==> config.mk <==
export PLATFORM = sky130hd
export DESIGN_NAME = pe_launch_ctrl
export DESIGN_NICKNAME = d
export VERILOG_FILES = /design/src/rtl/pe_launch_ctrl_pkg.sv /design/src/rtl/pe_watchdog.sv /design/src/rtl/pe_launch_ctrl.sv
export SDC_FILE = /design/constraint.sdc
export NUM_CORES = 1
export LEC_CHECK = 0
export ABC_CLOCK_PERIOD_IN_PS = 8300
export CAP_MARGIN = 20
export CORE_UTILIZATION = 60
export DETAILED_ROUTE_END_ITERATION = 6
export GPL_ROUTABILITY_DRIVEN = 0
export PLACE_DENSITY_LB_ADDON = 0.08
export SLEW_MARGIN = 20
export SYNTH_ARGS = -nofsm -noshare
export SYNTH_HDL_FRONTEND = slang
export SYNTH_SLANG_ARGS = --single-unit
==> constraint.sdc <==
create_clock -name iClk -period 8.3 [get_ports iClk]
set_clock_uncertainty 0.1 [all_clocks]
set_input_delay 1.245 -clock iClk [delete_from_list [all_inputs] [get_ports iClk]]
set_output_delay 1.245 -clock iClk [all_outputs]
set_load 0.02 [all_outputs]
==> src/rtl/pe_launch_ctrl_pkg.sv <==
`default_nettype none
// ============================================================================
// Module      : pe_launch_ctrl_pkg
// Description : Shared definitions for the PE launch controller. Holds the
//               run-state encoding, register indices, CTRL/IRQ_CLR bit
//               positions, STATUS field positions, and a small state helper.
// Revision    : 1.0 - initial release
// ============================================================================
package pe_launch_ctrl_pkg;

    // Run-state encoding. The value is visible to the host in STATUS[2:0].
    typedef enum logic [2:0] {
        ST_IDLE  = 3'd0,
        ST_PULSE = 3'd1,
        ST_RUN   = 3'd2,
        ST_DONE  = 3'd3,
        ST_ERR   = 3'd4
    } state_e;

    // Register indices on the chip-select bus
    localparam logic [2:0] C_REG_CTRL       = 3'd0;
    localparam logic [2:0] C_REG_STATUS     = 3'd1;
    localparam logic [2:0] C_REG_EXPECT     = 3'd2;
    localparam logic [2:0] C_REG_TIMEOUT    = 3'd3;
    localparam logic [2:0] C_REG_RESULT_CNT = 3'd4;
    localparam logic [2:0] C_REG_IRQ_CLR    = 3'd5;

    // CTRL and IRQ_CLR bit positions
    localparam int C_CTRL_START_BIT = 0;
    localparam int C_CTRL_ABORT_BIT = 1;
    localparam int C_CTRL_IRQEN_BIT = 2;
    localparam int C_IRQCLR_BIT     = 0;

    // STATUS field positions
    localparam int C_STAT_STATE_LSB = 0;
    localparam int C_STAT_STATE_W   = 3;
    localparam int C_STAT_DONE_BIT  = 3;
    localparam int C_STAT_TMO_BIT   = 4;

    // A launch is in flight (shader held in reset pulse or running)
    function automatic logic is_active(input state_e s);
        return (s == ST_PULSE) || (s == ST_RUN);
    endfunction

endpackage
`default_nettype wire

==> src/rtl/pe_watchdog.sv <==
`default_nettype none
// ============================================================================
// Module      : pe_watchdog
// Description : Loadable down-counter used as the launch watchdog. Loading a
//               zero value leaves it disarmed, so it never expires.
// Ports       : clk_i       - clock
//               rst_ni      - async active-low reset
//               load_i      - load load_val_i (arms when non-zero)
//               load_val_i  - reload value
//               dec_i       - decrement enable (one count per cycle)
//               expire_o    - this cycle's decrement reaches zero
//               zero_o      - counter currently holds zero
// Revision    : 1.0 - initial release
// ============================================================================
module pe_watchdog #(
    parameter int Width = 24
) (
    input  logic             clk_i,
    input  logic             rst_ni,
    input  logic             load_i,
    input  logic [Width-1:0] load_val_i,
    input  logic             dec_i,
    output logic             expire_o,
    output logic             zero_o
);

    logic [Width-1:0] count_q, count_d;
    logic             armed_q, armed_d;

    always_comb begin
        count_d = count_q;
        armed_d = armed_q;
        if (load_i) begin
            count_d = load_val_i;
            armed_d = (load_val_i != '0);
        end else if (dec_i && armed_q) begin
            count_d = count_q - 1'b1;
            // Disarm on the final count so it fires exactly once per load
            if (count_q == Width'(1)) begin
                armed_d = 1'b0;
            end
        end
    end

    always_ff @(posedge clk_i or negedge rst_ni) begin
        if (!rst_ni) begin
            count_q <= '0;
            armed_q <= 1'b0;
        end else begin
            count_q <= count_d;
            armed_q <= armed_d;
        end
    end

    // Expiry is flagged in the cycle whose decrement takes the count to zero,
    // so a load of N fires at the end of the Nth enabled cycle.
    assign expire_o = dec_i && armed_q && (count_q == Width'(1));
    assign zero_o   = (count_q == '0);

endmodule
`default_nettype wire

==> src/rtl/pe_launch_ctrl.sv <==
`default_nettype none
// ============================================================================
// Module      : pe_launch_ctrl
// Description : Host-facing run controller for one PE shader instance. Owns
//               the shader reset, sequences launch (reset pulse, run, result
//               counting, completion or watchdog timeout), and exposes
//               control/status registers and a level interrupt.
// Ports       : iClk, iReset_n          - clock, async active-low reset
//               iChipSelect_n, iWrite_n,
//               iRead_n, iAddress, iData - register bus (active-low strobes)
//               oData                    - registered read data (1 cycle)
//               iReady_out               - PE lane ready; all high = 1 beat
//               oShader_rst_n            - shader reset, high only in RUN
//               oLoad_allow              - instruction ROM writes permitted
//               oBusy                    - launch in flight (PULSE or RUN)
//               oIrq                     - irq_en & (done | timeout)
// Revision    : 1.0 - initial release
// ============================================================================
module pe_launch_ctrl
    import pe_launch_ctrl_pkg::*;
#(
    parameter int CntWidth       = 16,
    parameter int TimeoutWidth   = 24,
    parameter int RstPulseCycles = 2
) (
    input  logic        iClk,
    input  logic        iReset_n,
    input  logic        iChipSelect_n,
    input  logic        iWrite_n,
    input  logic        iRead_n,
    input  logic [2:0]  iAddress,
    input  logic [31:0] iData,
    output logic [31:0] oData,
    input  logic [3:0]  iReady_out,
    output logic        oShader_rst_n,
    output logic        oLoad_allow,
    output logic        oBusy,
    output logic        oIrq
);

    localparam int PulseW = $clog2(RstPulseCycles + 1);

    state_e                  state_q, state_d;
    logic [PulseW-1:0]       pulse_cnt_q, pulse_cnt_d;
    logic [CntWidth-1:0]     expect_q, expect_d;
    logic [TimeoutWidth-1:0] timeout_q, timeout_d;
    logic [CntWidth-1:0]     result_cnt_q, result_cnt_d;
    logic                    done_q, done_d;
    logic                    tmo_q, tmo_d;
    logic                    irq_en_q, irq_en_d;
    logic [31:0]             rdata_q, rdata_d;
    logic                    shader_rst_n_q, shader_rst_n_d;
    logic                    load_allow_q, load_allow_d;
    logic                    busy_q, busy_d;
    logic                    irq_q, irq_d;

    logic                    w_wr, w_rd, w_ctrl_wr;
    logic                    w_start, w_abort, w_irq_clr;
    logic                    w_beat, w_complete;
    logic [CntWidth:0]       w_cnt_inc;
    logic                    w_wd_load, w_wd_dec, w_wd_expire, w_wd_zero;
    logic                    w_unused_bits;

    assign w_wr      = !iChipSelect_n && !iWrite_n;
    assign w_rd      = !iChipSelect_n && !iRead_n;
    assign w_ctrl_wr = w_wr && (iAddress == C_REG_CTRL);
    assign w_abort   = w_ctrl_wr && iData[C_CTRL_ABORT_BIT];
    // Abort in the same write suppresses start
    assign w_start   = w_ctrl_wr && iData[C_CTRL_START_BIT] && !iData[C_CTRL_ABORT_BIT];
    assign w_irq_clr = w_wr && (iAddress == C_REG_IRQ_CLR) && iData[C_IRQCLR_BIT];

    assign w_beat     = (state_q == ST_RUN) && (&iReady_out);
    // One bit wider so a saturated counter never aliases onto EXPECT
    assign w_cnt_inc  = (CntWidth+1)'(result_cnt_q) + (CntWidth+1)'(1);
    assign w_complete = w_beat && (w_cnt_inc == (CntWidth+1)'(expect_q));

    // Watchdog is armed on the last PULSE cycle and counts only in RUN
    assign w_wd_load = (state_q == ST_PULSE) && (pulse_cnt_q == PulseW'(1)) && !w_abort;
    assign w_wd_dec  = (state_q == ST_RUN);

    pe_watchdog #(
        .Width (TimeoutWidth)
    ) u_watchdog (
        .clk_i      (iClk),
        .rst_ni     (iReset_n),
        .load_i     (w_wd_load),
        .load_val_i (timeout_q),
        .dec_i      (w_wd_dec),
        .expire_o   (w_wd_expire),
        .zero_o     (w_wd_zero)
    );

    // High data bits beyond the widest register and the zero flag are unused
    assign w_unused_bits = ^{iData, w_wd_zero};

    always_comb begin
        state_d      = state_q;
        pulse_cnt_d  = pulse_cnt_q;
        expect_d     = expect_q;
        timeout_d    = timeout_q;
        result_cnt_d = result_cnt_q;
        irq_en_d     = irq_en_q;
        rdata_d      = rdata_q;
        // IRQ_CLR drops the old flags; a flag set below still wins
        done_d       = done_q && !w_irq_clr;
        tmo_d        = tmo_q && !w_irq_clr;

        // Register writes (launch parameters are frozen while in flight)
        if (w_wr) begin
            case (iAddress)
                C_REG_CTRL:    irq_en_d = iData[C_CTRL_IRQEN_BIT];
                C_REG_EXPECT:  if (!is_active(state_q)) expect_d = iData[CntWidth-1:0];
                C_REG_TIMEOUT: if (!is_active(state_q)) timeout_d = iData[TimeoutWidth-1:0];
                default:       ;
            endcase
        end

        // Launch sequencer
        if (w_abort) begin
            state_d = ST_IDLE;
        end else begin
            case (state_q)
                ST_IDLE, ST_DONE, ST_ERR: begin
                    if (w_start) begin
                        tmo_d = 1'b0;
                        if (expect_q != '0) begin
                            state_d      = ST_PULSE;
                            pulse_cnt_d  = PulseW'(RstPulseCycles);
                            result_cnt_d = '0;
                            done_d       = 1'b0;
                        end else begin
                            // Nothing to wait for: complete without releasing the shader
                            state_d = ST_DONE;
                            done_d  = 1'b1;
                        end
                    end
                end
                ST_PULSE: begin
                    pulse_cnt_d = pulse_cnt_q - 1'b1;
                    if (pulse_cnt_q == PulseW'(1)) begin
                        state_d = ST_RUN;
                    end
                end
                ST_RUN: begin
                    if (w_beat && (result_cnt_q != '1)) begin
                        result_cnt_d = result_cnt_q + 1'b1;
                    end
                    // Completion outranks a simultaneous watchdog expiry
                    if (w_complete) begin
                        state_d = ST_DONE;
                        done_d  = 1'b1;
                    end else if (w_wd_expire) begin
                        state_d = ST_ERR;
                        tmo_d   = 1'b1;
                    end
                end
                default: state_d = ST_IDLE;
            endcase
        end

        // Read path samples the pre-edge register values
        if (w_rd) begin
            rdata_d = '0;
            case (iAddress)
                C_REG_STATUS: begin
                    rdata_d[C_STAT_STATE_LSB +: C_STAT_STATE_W] = state_q;
                    rdata_d[C_STAT_DONE_BIT] = done_q;
                    rdata_d[C_STAT_TMO_BIT]  = tmo_q;
                end
                C_REG_EXPECT:     rdata_d = 32'(expect_q);
                C_REG_TIMEOUT:    rdata_d = 32'(timeout_q);
                C_REG_RESULT_CNT: rdata_d = 32'(result_cnt_q);
                default:          rdata_d = '0;
            endcase
        end

        // Outputs are derived from the next state so they register in step
        shader_rst_n_d = (state_d == ST_RUN);
        busy_d         = is_active(state_d);
        load_allow_d   = !is_active(state_d);
        irq_d          = irq_en_d && (done_d || tmo_d);
    end

    always_ff @(posedge iClk or negedge iReset_n) begin
        if (!iReset_n) begin
            state_q        <= ST_IDLE;
            pulse_cnt_q    <= '0;
            expect_q       <= '0;
            timeout_q      <= '0;
            result_cnt_q   <= '0;
            done_q         <= 1'b0;
            tmo_q          <= 1'b0;
            irq_en_q       <= 1'b0;
            rdata_q        <= '0;
            shader_rst_n_q <= 1'b0;
            load_allow_q   <= 1'b1;
            busy_q         <= 1'b0;
            irq_q          <= 1'b0;
        end else begin
            state_q        <= state_d;
            pulse_cnt_q    <= pulse_cnt_d;
            expect_q       <= expect_d;
            timeout_q      <= timeout_d;
            result_cnt_q   <= result_cnt_d;
            done_q         <= done_d;
            tmo_q          <= tmo_d;
            irq_en_q       <= irq_en_d;
            rdata_q        <= rdata_d;
            shader_rst_n_q <= shader_rst_n_d;
            load_allow_q   <= load_allow_d;
            busy_q         <= busy_d;
            irq_q          <= irq_d;
        end
    end

    assign oData         = rdata_q;
    assign oShader_rst_n = shader_rst_n_q;
    assign oLoad_allow   = load_allow_q;
    assign oBusy         = busy_q;
    assign oIrq          = irq_q;

endmodule
`default_nettype wire

# Word level (Yosys, flattened, before mapping)

Cells that the tools add are included.

Logic and storage cells: 115
Register bits: 125
Memory bits (writable): 0
Latch bits: 0
Output and inout bits: 36
Memories kept: 0
ROM bits: 0

Eq/ne operators: 18
Multiplexer cells: 33
Magnitude comparators: 0
Multiply operators: 0
$add $sub $neg: 4
Shifts and indexed selects: 0
Divide/modulo/power cells: 0
Bitwise operators: 2
Reduce and logical (&&, ||, !) cells: 43

Operator list:

| operator                                            | count |
|---|---|
| one-hot mux 19 bit (3 select lines)                 | 1 |
| 2-to-1 mux 16 bit                                   | 3 |
| 2-to-1 mux 24 bit                                   | 2 |
| one-hot mux 16 bit (2 select lines)                 | 1 |
| == test 24 x 1 -> 1 bit (second input constant)     | 1 |
| nonzero test 24 bit                                 | 1 |
| subtractor 24 x 1 -> 24 bit (second input constant) | 1 |
| one-hot mux 5 bit (4 select lines)                  | 1 |
| logical AND 1 bit                                   | 18 |
| adder 16 x 1 -> 17 bit (second input constant)      | 1 |
| == test 17 x 16 -> 1 bit                            | 1 |
| adder 16 x 1 -> 16 bit (second input constant)      | 1 |
| != test 16 bit (second input constant)              | 1 |
| nonzero test 16 bit                                 | 1 |
| == test 3 x 2 -> 1 bit (second input constant)      | 5 |
| 2-to-1 mux 3 bit                                    | 5 |
| 2-to-1 mux 1 bit                                    | 13 |
| == test 3 x 1 -> 1 bit (second input constant)      | 3 |
| == test 3 bit (second input constant)               | 3 |
| one-hot mux 3 bit (3 select lines)                  | 1 |
| AND reduction 4 bit                                 | 2 |
| nonzero test 2 bit                                  | 4 |
| logical NOT 1 bit                                   | 7 |
| logical NOT 3 bit                                   | 2 |
| other kinds (12)                                    | 21 |

# Longest topological paths before layout

Gate-level depths: netlist of the first run.

Depth in word-level cells: 12
Depth in mapped cells: 9

# Hierarchy

Synthesis of the first run repeated with hierarchy kept, for this count alone.

Cells, all modules: 659
Area total of the unflattened synthesis: 6543.8 um^2

Modules (own cells, without submodules):

| module         | instances | cells each | area an instance (um^2) |
|---|---|---|---|
| pe_launch_ctrl | 1         | 489        | 4934.7 |
| pe_watchdog    | 1         | 170        | 1609.0 |

# Least setup slack after synthesis of the first run

Ideal clock, no wire load.

Path kind: input to register
From: input iAddress[1]
To: register result_cnt_q[3]
Stages: 9
Path slack: 4.848 ns
Arrival time: 3.269 ns
Path through: nor4_1 nor4bb_1 clkbuf_1 nor2_1 a2111o_1 or2_2 clkbuf_1 or3_1 o21ai_0

Longest elaborated chain between the ends: 6
Elaborated cells between the ends (all ways): 8
Classes of those cells: eq/ne (1); bitwise (1); reduce/logical (6)

RTL lines:

| what                                     | RTL line              | RTL |
|---|---|---|
| start: declaration                       | pe_launch_ctrl.sv:31  | `input logic [2:0] iAddress,` |
| logical NOT 3 bit (*)                    | pe_launch_ctrl.sv:66  | `assign w_ctrl_wr = w_wr && (iAddress == C_REG_CTRL);` |
| logical AND 1 bit (*)                    | pe_launch_ctrl.sv:66  |  |
| logical AND 1 bit (2 in a row)           | pe_launch_ctrl.sv:69  | `assign w_start = w_ctrl_wr && iData[C_CTRL_START_BIT] && !iData[C_CTRL_ABORT_BIT];` |
| != test 2 bit (no source line)           | --                    |  |
| AND reduction 5 bit (no source line) (*) | --                    |  |
| end signal: assignment                   | pe_launch_ctrl.sv:204 | `result_cnt_q <= result_cnt_d;` |
| end: declaration                         | pe_launch_ctrl.sv:47  | `logic [CntWidth-1:0] result_cnt_q, result_cnt_d;` |

Every way passes the cells marked *; elsewhere a longest branch is shown, timed or not.
A chain may end at the register's enable or synchronous reset.

# Worst setup path after layout of the first run

From: input iAddress[0]
To: register result_cnt_q[3]

The elaborated chain is that of the path after synthesis.

==> impl_metrics.yaml, run 1 <==
hold_path:
  hold_class: "flop to flop"
  whs_path_depth: 2
detailed_routing:
  firstDrtPassIters: 7
  final_antenna_net_count: 0
  route.detailed.drc: 0
  drtIter0Drc: 387
  viasPerCell: 6.44
  wl_per_cell_um: 19.5
  vias: 5552
  finalWirelength_mm: 16.8
yosys:
  synth_flop_cell: "dfrtp_1"
  synth_area_leader_cell: "dfrtp_1"
  synth_cells: 670
  syn_area_um2: 6420
  synth-seq-area-share_pct: 45.6
  ys_ff_latch: 117
  synth_async_sr_flop_share_pct: 100
  yosysWarnings: 0
  synth_cell_types: 63
  synthTopCellsByArea: "dfrtp_1, mux2_2, o21ai_0"
  synth_most_common_cell: "dfrtp_1"
  synth_common_cells: "dfrtp_1, nand2_1, o21ai_0"
  avgSynthCellArea_um2: 9.58
  synth_edf_count: 0
  synth_top_area_share_pct: 45.2
sta:
  fmax_mhz: 223
  fin_crit_ps: 4490
  rsz0062_at_grt: "no"
  finalSetupViolations: 0
  setup_slack_ps: 3810
  fin_crit_sh_pct: 54.1
  finalHoldViolCount: 0
  worst_pin_slew_ps: 1040
  hold_slack_ps: 374
  slew_headroom_pct: 30.3
  fin_setup_tns_ps: 0
  drv_slew: 0
floorplan:
  die_w_um: 105
  core_area_um2: 10400
  row_count: 37
  initial_core_util_pct: 61.9
  dieArea_um2: 11100
  die_h_um: 105
  io_pins: 80
clocking:
  numCtsBuffers: 17
  clockBufferDepth: 2
  path_clk_slew_ps: 60
  cts-root-buf: "clkbuf_8"
  clkLatencyLatePin_ps: 540
  cts_tree: "done"
  post_cts_resized: 0
  cts_hold_buffers: 0
  htreeDepth: 4
  post_cts_buffers: 0
  clock-sinks: 117
placement:
  dp_worst_setup_slack_ps: 3280
  hpwl_mm: 12.1
  portBuffers: 63
critical_path:
  start_kind: "primary input"
  critPathMaxFanout: 23
  reg2reg_slack_ps: 4780
  critPathRequiredTime_ps: 8650
  cp-end-kind: "flop"
  crit_arrival_ps: 4840
  worstRegToRegCells: 8
  critPathKind: "primary input to flop"
global_route:
  grt_overflow_total: 0
  grt_use_total_pct: 32.2
  grt_start_max_net_pins: 68
  antenna_found_initial: 0
  grt_pass1_wl_mm: 27.4
  grt_pass1_vias: 5353
power:
  power_frac_clock_pct: 35.0
  p_comb_share_pct: 21.3
  powerDensity_nw_per_um2: 255
  p_int_mw: 1.31
  p_leak_nw: 3.18
  switching_share_pct: 32.7
  power.switching_mw: 0.635
  power_mw: 1.94
  power_frac_seq_pct: 43.7
  vdd_drop_max_v: 0.000217
layout:
  synthToLayoutAreaGrowth_pct: 18.5
  nets: 761
  final_core_utilization_pct: 73.4
  n_antenna_cell: 0
  layout-drive-gt1-share_pct: 13.6
outcome:
  outcome: "completed"
job:
  max_cap_viol_count: 0
==> through the flow <==
| stage | cells | instance area, um2 |
|---|---|---|
| floorplan | 677 | 6450 |
| global placement | 830 | 7050 |
| detailed placement | 830 | 7050 |
| CTS | 862 | 7610 |
| global route | 862 | 7610 |
| finish | 862 | 7610 |
==> cell usage in the layout (no fill, tap or decap), types with 8 or more instances in the layout <==
cell type	n
dfrtp_1	116
nor3_1	12
nor4_1	15
mux2i_1	15
nor2b_1	14
xnor2_1	12
a22oi_1	11
a22o_1	10
o21ai_0	59
clkbuf_16	16
nand2_1	60
o211ai_1	10
nor2_1	54
a221o_1	10
inv_1	14
nand4_1	10
clkdlybuf4s50_1	62
conb_1	8
a21oi_1	33
nand3_1	17
mux2_2	44
==> kinds of logic after synthesis <==
family | Yosys count | share of synthesized area [%]
compound gates | 173 | 17.6
other cells | 1 | 0.0584
flops | 117 | 45.6
buf+inv | 66 | 4.70
fa+ha+maj | 4 | 0.779
mux | 59 | 10.1
simple gates | 233 | 18.9
xor+xnor | 17 | 2.32
==> power by group through the flow <==
| stage | registers, mW | clock network (mW) | logic, mW |
|---|---|---|---|
| 6_report | 0.848 | 0.680 | 0.414 |
| 5_1_grt | 0.864 | 0.714 | 0.452 |
| 4_1_cts | 0.843 | 0.687 | 0.412 |
| 3_5_place_dp | 0.852 | 0 | 0.409 |
| 3_3_place_gp | 0.842 | 0 | 0.386 |
| 2_1_floorplan | 0.812 | 0 | 0.286 |
==> state kept, by name, indices dropped and copies added (netlist names), 2 cells and up <==
| register | count |
|---|---|
| expect_q | 16 |
| result_cnt_q | 16 |
| oData | 24 |
| pulse_cnt_q | 2 |
| timeout_q | 24 |
| state_q | 3 |
| u_watchdog.count_q | 24 |
==> cell type report <==
class	count	area [um2]
multi-input cells	494	3230
flip-flops and latches	117	2930
fillers	733	2760
repair buffers	69	673
clock buffers	18	428
well taps	136	170
clock inverters	14	129
inverters	14	52.6
==> worst max-delay path, cell delays in order <==
cell and delay, ps:
clkdlybuf4s50_1 940, nor4_1 590, nor4bb_1 250, buf_4 200, nor2_1 60, a2111o_1 670, or2_2 470, or3_1 320
o21ai_0 90
==> metal layers <==
layer	share of wire, %	global-route usage, %	wire length [um]	vias up
met3	7.3	7.54	1230	43
met4	2.4	13.7	412	0
met5	0	0	0	-
li1	-	-	-	2538
met1	42	41.9	6990	2682
met2	49	51.7	8200	289
==> final timing paths <==
path	endpoint	start
min	oData[4]	oData[4]
max reg2reg	oIrq	result_cnt_q[0]
min in group asynchronous	result_cnt_q[15]	iReset_n
min reg2reg	oData[4]	oData[4]
max	result_cnt_q[3]	iAddress[0]
max in group asynchronous	oData[10]	iReset_n
Power figures use the tool's default switching activity.
==> run 2, diff against run 1 <==
Settings changed: ABC_CLOCK_PERIOD_IN_PS 8300 to 4460, CORE_UTILIZATION 60 to 56.
Clock period 8.3 ns to 4.46 ns, I/O delays scaled along.
==> impl_metrics.yaml, run 2 (synthesized netlist as in run 1, its figures left out) <==
clocking:
  post_cts_buffers: 0
  numCtsBuffers: 17
  path_clk_slew_ps: 50
  cts_hold_buffers: 0
  post_cts_resized: 0
  clkLatencyLatePin_ps: 420
  cts_tree: "done"
  htreeDepth: 4
  cts-root-buf: "clkbuf_16"
  clockBufferDepth: 2
  clock-sinks: 117
sta:
  fin_crit_sh_pct: 80.7
  worst_pin_slew_ps: 859
  finalHoldViolCount: 0
  fmax_mhz: 278
  finalSetupViolations: 0
  hold_slack_ps: 67.2
  fin_setup_tns_ps: 0
  drv_slew: 0
  fin_crit_ps: 3600
  slew_headroom_pct: 42.3
  rsz0062_at_grt: "no"
global_route:
  antenna_found_initial: 0
  grt_pass1_wl_mm: 27.6
  grt_use_total_pct: 31.2
  grt_start_max_net_pins: 48
  grt_overflow_total: 0
  grt_pass1_vias: 5294
layout:
  n_antenna_cell: 0
  nets: 763
  layout-drive-gt1-share_pct: 13.5
  synthToLayoutAreaGrowth_pct: 19.0
  final_core_utilization_pct: 69.5
  layout_commonest_cell: "dfrtp_1"
  fillers: 879
  most-common-layout-cells: "dfrtp_1, clkdlybuf4s50_1, nand2_1, o21ai_0, nor2_1"
critical_path:
  critPathKind: "flop to flop"
  worst-path-buf-inv: 0
  critPathMaxStageDelay_ps: 560
  cp-end-kind: "flop"
  path_cells: "ha_1 -> nand4_1 -> o41ai_1 -> o2111ai_1 -> or4_4 -> nor4_4 -> o2111ai_1 -> a31oi_1"
  crit_arrival_ps: 3830
  start_kind: "flop"
  critPathTopFamily: "simple AND/OR/NAND/NOR gates"
  critPathRequiredTime_ps: 4690
  slowest_stage: "or4_4"
  cp_common_cell: "o2111ai_1"
  critPathMaxFanout: 9
floorplan:
  dieArea_um2: 11900
  io_pins: 80
  initial_core_util_pct: 58.5
  die_h_um: 109
  row_count: 38
  core_area_um2: 11000
  die_w_um: 109
placement:
  hpwl_mm: 12.3
  portBuffers: 63
power:
  power_frac_seq_pct: 43.7
  powerDensity_nw_per_um2: 476
  power_frac_clock_pct: 35.3
  p_int_mw: 2.50
  p_leak_nw: 3.19
  power.switching_mw: 1.14
  switching_share_pct: 31.3
  vdd_drop_max_v: 0.000384
  p_comb_share_pct: 21.0
detailed_routing:
  final_antenna_net_count: 0
  wl_per_cell_um: 19.8
  firstDrtPassIters: 5
  finalWirelength_mm: 17.2
  route.detailed.drc: 0
  vias: 5512
  drtIter0Drc: 433
  viasPerCell: 6.36
job:
  max_cap_viol_count: 0
outcome:
  outcome: "completed"
hold_path:
  hold_class: "primary input to asynchronous set/reset pin"
run 2: routing by layer:
layer  GRT usage, %  vias up  wire length [um]
li1               -     2532                 -
met1           42.0     2709              7520
met2           48.8      241              7990
met3           7.29       30              1320
met4           12.1        0               363
met5              0        -                 0
run 2: stage by stage:
stage | power (mW) | setup slack (ps) | area (um2) | cells
finish | 3.63 | 860 | 7640 | 867
global route | 3.81 | 748 | 7640 | 867
CTS | 3.63 | 917 | 7630 | 867
detailed placement | 2.35 | 610 | 7070 | 836
global placement | 2.30 | 667 | 7070 | 836
floorplan | 2.04 | 1580 | 6450 | 677
run 2: final cells by class:
type / count / area [um2] / share of cell area, %
Tap cell: 140 / 175 / 2.29
Timing Repair Buffer: 71 / 688 / 9.01
Multi-Input combinational cell: 494 / 3230 / 42.3
Clock buffer: 23 / 488 / 6.39
Clock inverter: 8 / 75.1 / 0.983
Sequential cell: 117 / 2930 / 38.3
Inverter: 14 / 52.6 / 0.688
run 2: final timing paths:
check                                 from           end  slack, ps  depth (start not counted)
max in group asynchronous         iReset_n  expect_q[15]       3270                          2
hold / removal                    iReset_n      oData[9]         70                          1
setup / recovery           result_cnt_q[0]          oIrq        860                          8
setup reg to reg           result_cnt_q[0]          oIrq        860                          8
min in group iClk                 oData[7]      oData[7]        380                          2
hold reg to reg                   oData[7]      oData[7]        380                          2
run 2: power by group through the flow:
stage | registers [mW] | logic (mW) | clock network [mW]
after detailed placement | 1.59 | 0.755 | 0
after global routing | 1.62 | 0.848 | 1.34
after floorplan | 1.51 | 0.532 | 0
after global placement | 1.58 | 0.721 | 0
after CTS | 1.58 | 0.761 | 1.30
final | 1.59 | 0.763 | 1.28
==> run 3, diff against run 2 <==
Settings changed: ABC_CLOCK_PERIOD_IN_PS 4460 to 3200, CORE_UTILIZATION 56 to 51.
Clock period 4.46 ns to 3.2 ns, I/O delays scaled along.
==> impl_metrics.yaml, run 3 (synthesized netlist as in run 1, its figures left out) <==
floorplan:
  initial_core_util_pct: 52.8
  row_count: 40
  core_area_um2: 12200
  dieArea_um2: 13000
  die_h_um: 114
  io_pins: 80
  die_w_um: 114
sta:
  rsz0062_at_grt: "no"
  slew_headroom_pct: 50.3
  fin_setup_tns_ps: 0
  finalSetupViolations: 0
  fin_crit_sh_pct: 93.6
  fin_crit_ps: 3000
  finalHoldViolCount: 0
  fmax_mhz: 334
  drv_slew: 0
  worst_pin_slew_ps: 746
global_route:
  grt_use_total_pct: 29.0
  grt_start_max_net_pins: 55
  antenna_found_initial: 0
  grt_pass1_vias: 5408
  grt_pass1_wl_mm: 28.5
  grt_overflow_total: 0
critical_path:
  crit_arrival_ps: 3230
  start_kind: "flop"
  cp-end-kind: "flop"
  critPathKind: "flop to flop"
  critPathMaxFanout: 9
  critPathRequiredTime_ps: 3430
detailed_routing:
  firstDrtPassIters: 7
  finalWirelength_mm: 17.6
  drtIter0Drc: 319
  final_antenna_net_count: 0
  vias: 5650
  viasPerCell: 6.11
  route.detailed.drc: 0
  wl_per_cell_um: 19.1
clocking:
  path_clk_slew_ps: 60
  htreeDepth: 4
  cts_tree: "done"
  numCtsBuffers: 17
  clkLatencyLatePin_ps: 420
  clockBufferDepth: 2
  cts-root-buf: "clkbuf_16"
  clock-sinks: 117
  cts_hold_buffers: 0
layout:
  finalInstanceArea_um2: 7900
  multi_input_area_um2: 3230
  nets: 791
  synthToLayoutAreaGrowth_pct: 23.0
  fillers: 977
  layout_commonest_cell: "dfrtp_1"
  layout-drive-gt1-share_pct: 16.8
  seq_area_um2: 2930
  n_antenna_cell: 0
  most-common-layout-cells: "dfrtp_1, clkdlybuf4s50_1, nand2_1, o21ai_0, nor2_1"
placement:
  post_dp_cell_area_um2: 7330
  hpwl_mm: 12.9
  portBuffers: 63
outcome:
  outcome: "completed"
power:
  p_leak_nw: 3.35
  vdd_drop_max_v: 0.000461
  powerDensity_nw_per_um2: 649
job:
  max_cap_viol_count: 0
hold_path:
  hold_class: "primary input to asynchronous set/reset pin"
[run 3: per-layer routing]
metal / track usage (%) / vias to the layer above / part of all wire [%]
met2: 43.5 / 241 / 45
li1: - / 2613 / -
met4: 12.5 / 0 / 2.3
met1: 39.9 / 2761 / 45
met3: 7.25 / 35 / 7.7
met5: 0 / - / 0
[run 3: timing repair]
item | 4_1_cts | 5_1_grt
resized for setup | 0 | 1
buffers inserted | 0 | 0
endpoints found under the setup margin | 0 | 1
[run 3: power by group]
part / total [mW] / leakage, nW / switching (mW) / internal [mW]
Combinational: 1.09 / 1.57 / 0.548 / 0.539
Clock: 1.83 / 0.279 / 0.655 / 1.17
Sequential: 2.21 / 1.50 / 0.393 / 1.81
Total: 5.12 / 3.35 / 1.60 / 3.53
[run 3: final cells by class]
| type | instances | share of cell area, % |
|---|---|---|
| Clock inverter | 10 | 1.33 |
| Inverter | 14 | 0.665 |
| Sequential cell | 117 | 37.1 |
| Timing Repair Buffer | 99 | 11.5 |
| Multi-Input combinational cell | 494 | 40.8 |
| Clock buffer | 22 | 5.88 |
| Tap cell | 168 | 2.66 |
[run 3: stage by stage]
step                      hold WS, ps  util (%)  power (mW)  std cells  worst slack [ps]
final                            6.89      64.9        5.12        924               205
after detailed placement          372      60.3        3.30        892              12.7
after CTS                        28.8      64.9        5.13        924               245
after global placement            363      60.3        3.24        892              60.3
after floorplan                  84.4         -        2.85        677               435
after global routing             61.0      64.9        5.37        924              26.5
[run 3: final timing paths]
path,start,to,slack [ps],depth (start not counted)
worst max-delay path,result_cnt_q[3],oShader_rst_n,200,9
worst min-delay path,iReset_n,oData[10],7,1
worst max register to register,result_cnt_q[3],oShader_rst_n,200,9
worst min register to register,oData[7],oData[7],370,2
max in group asynchronous,iReset_n,oLoad_allow,2170,2
min in group iClk,oData[7],oData[7],370,2
[run 3: critical path, cell delays in order, from the launching register on]
cell	delay (ps)
dfrtp_1	510
nand4_1	180
buf_4	190
nor4_2	390
xnor2_1	160
o221ai_1	400
nor4_4	100
buf_4	160
or4b_1	510
a211oi_1	190
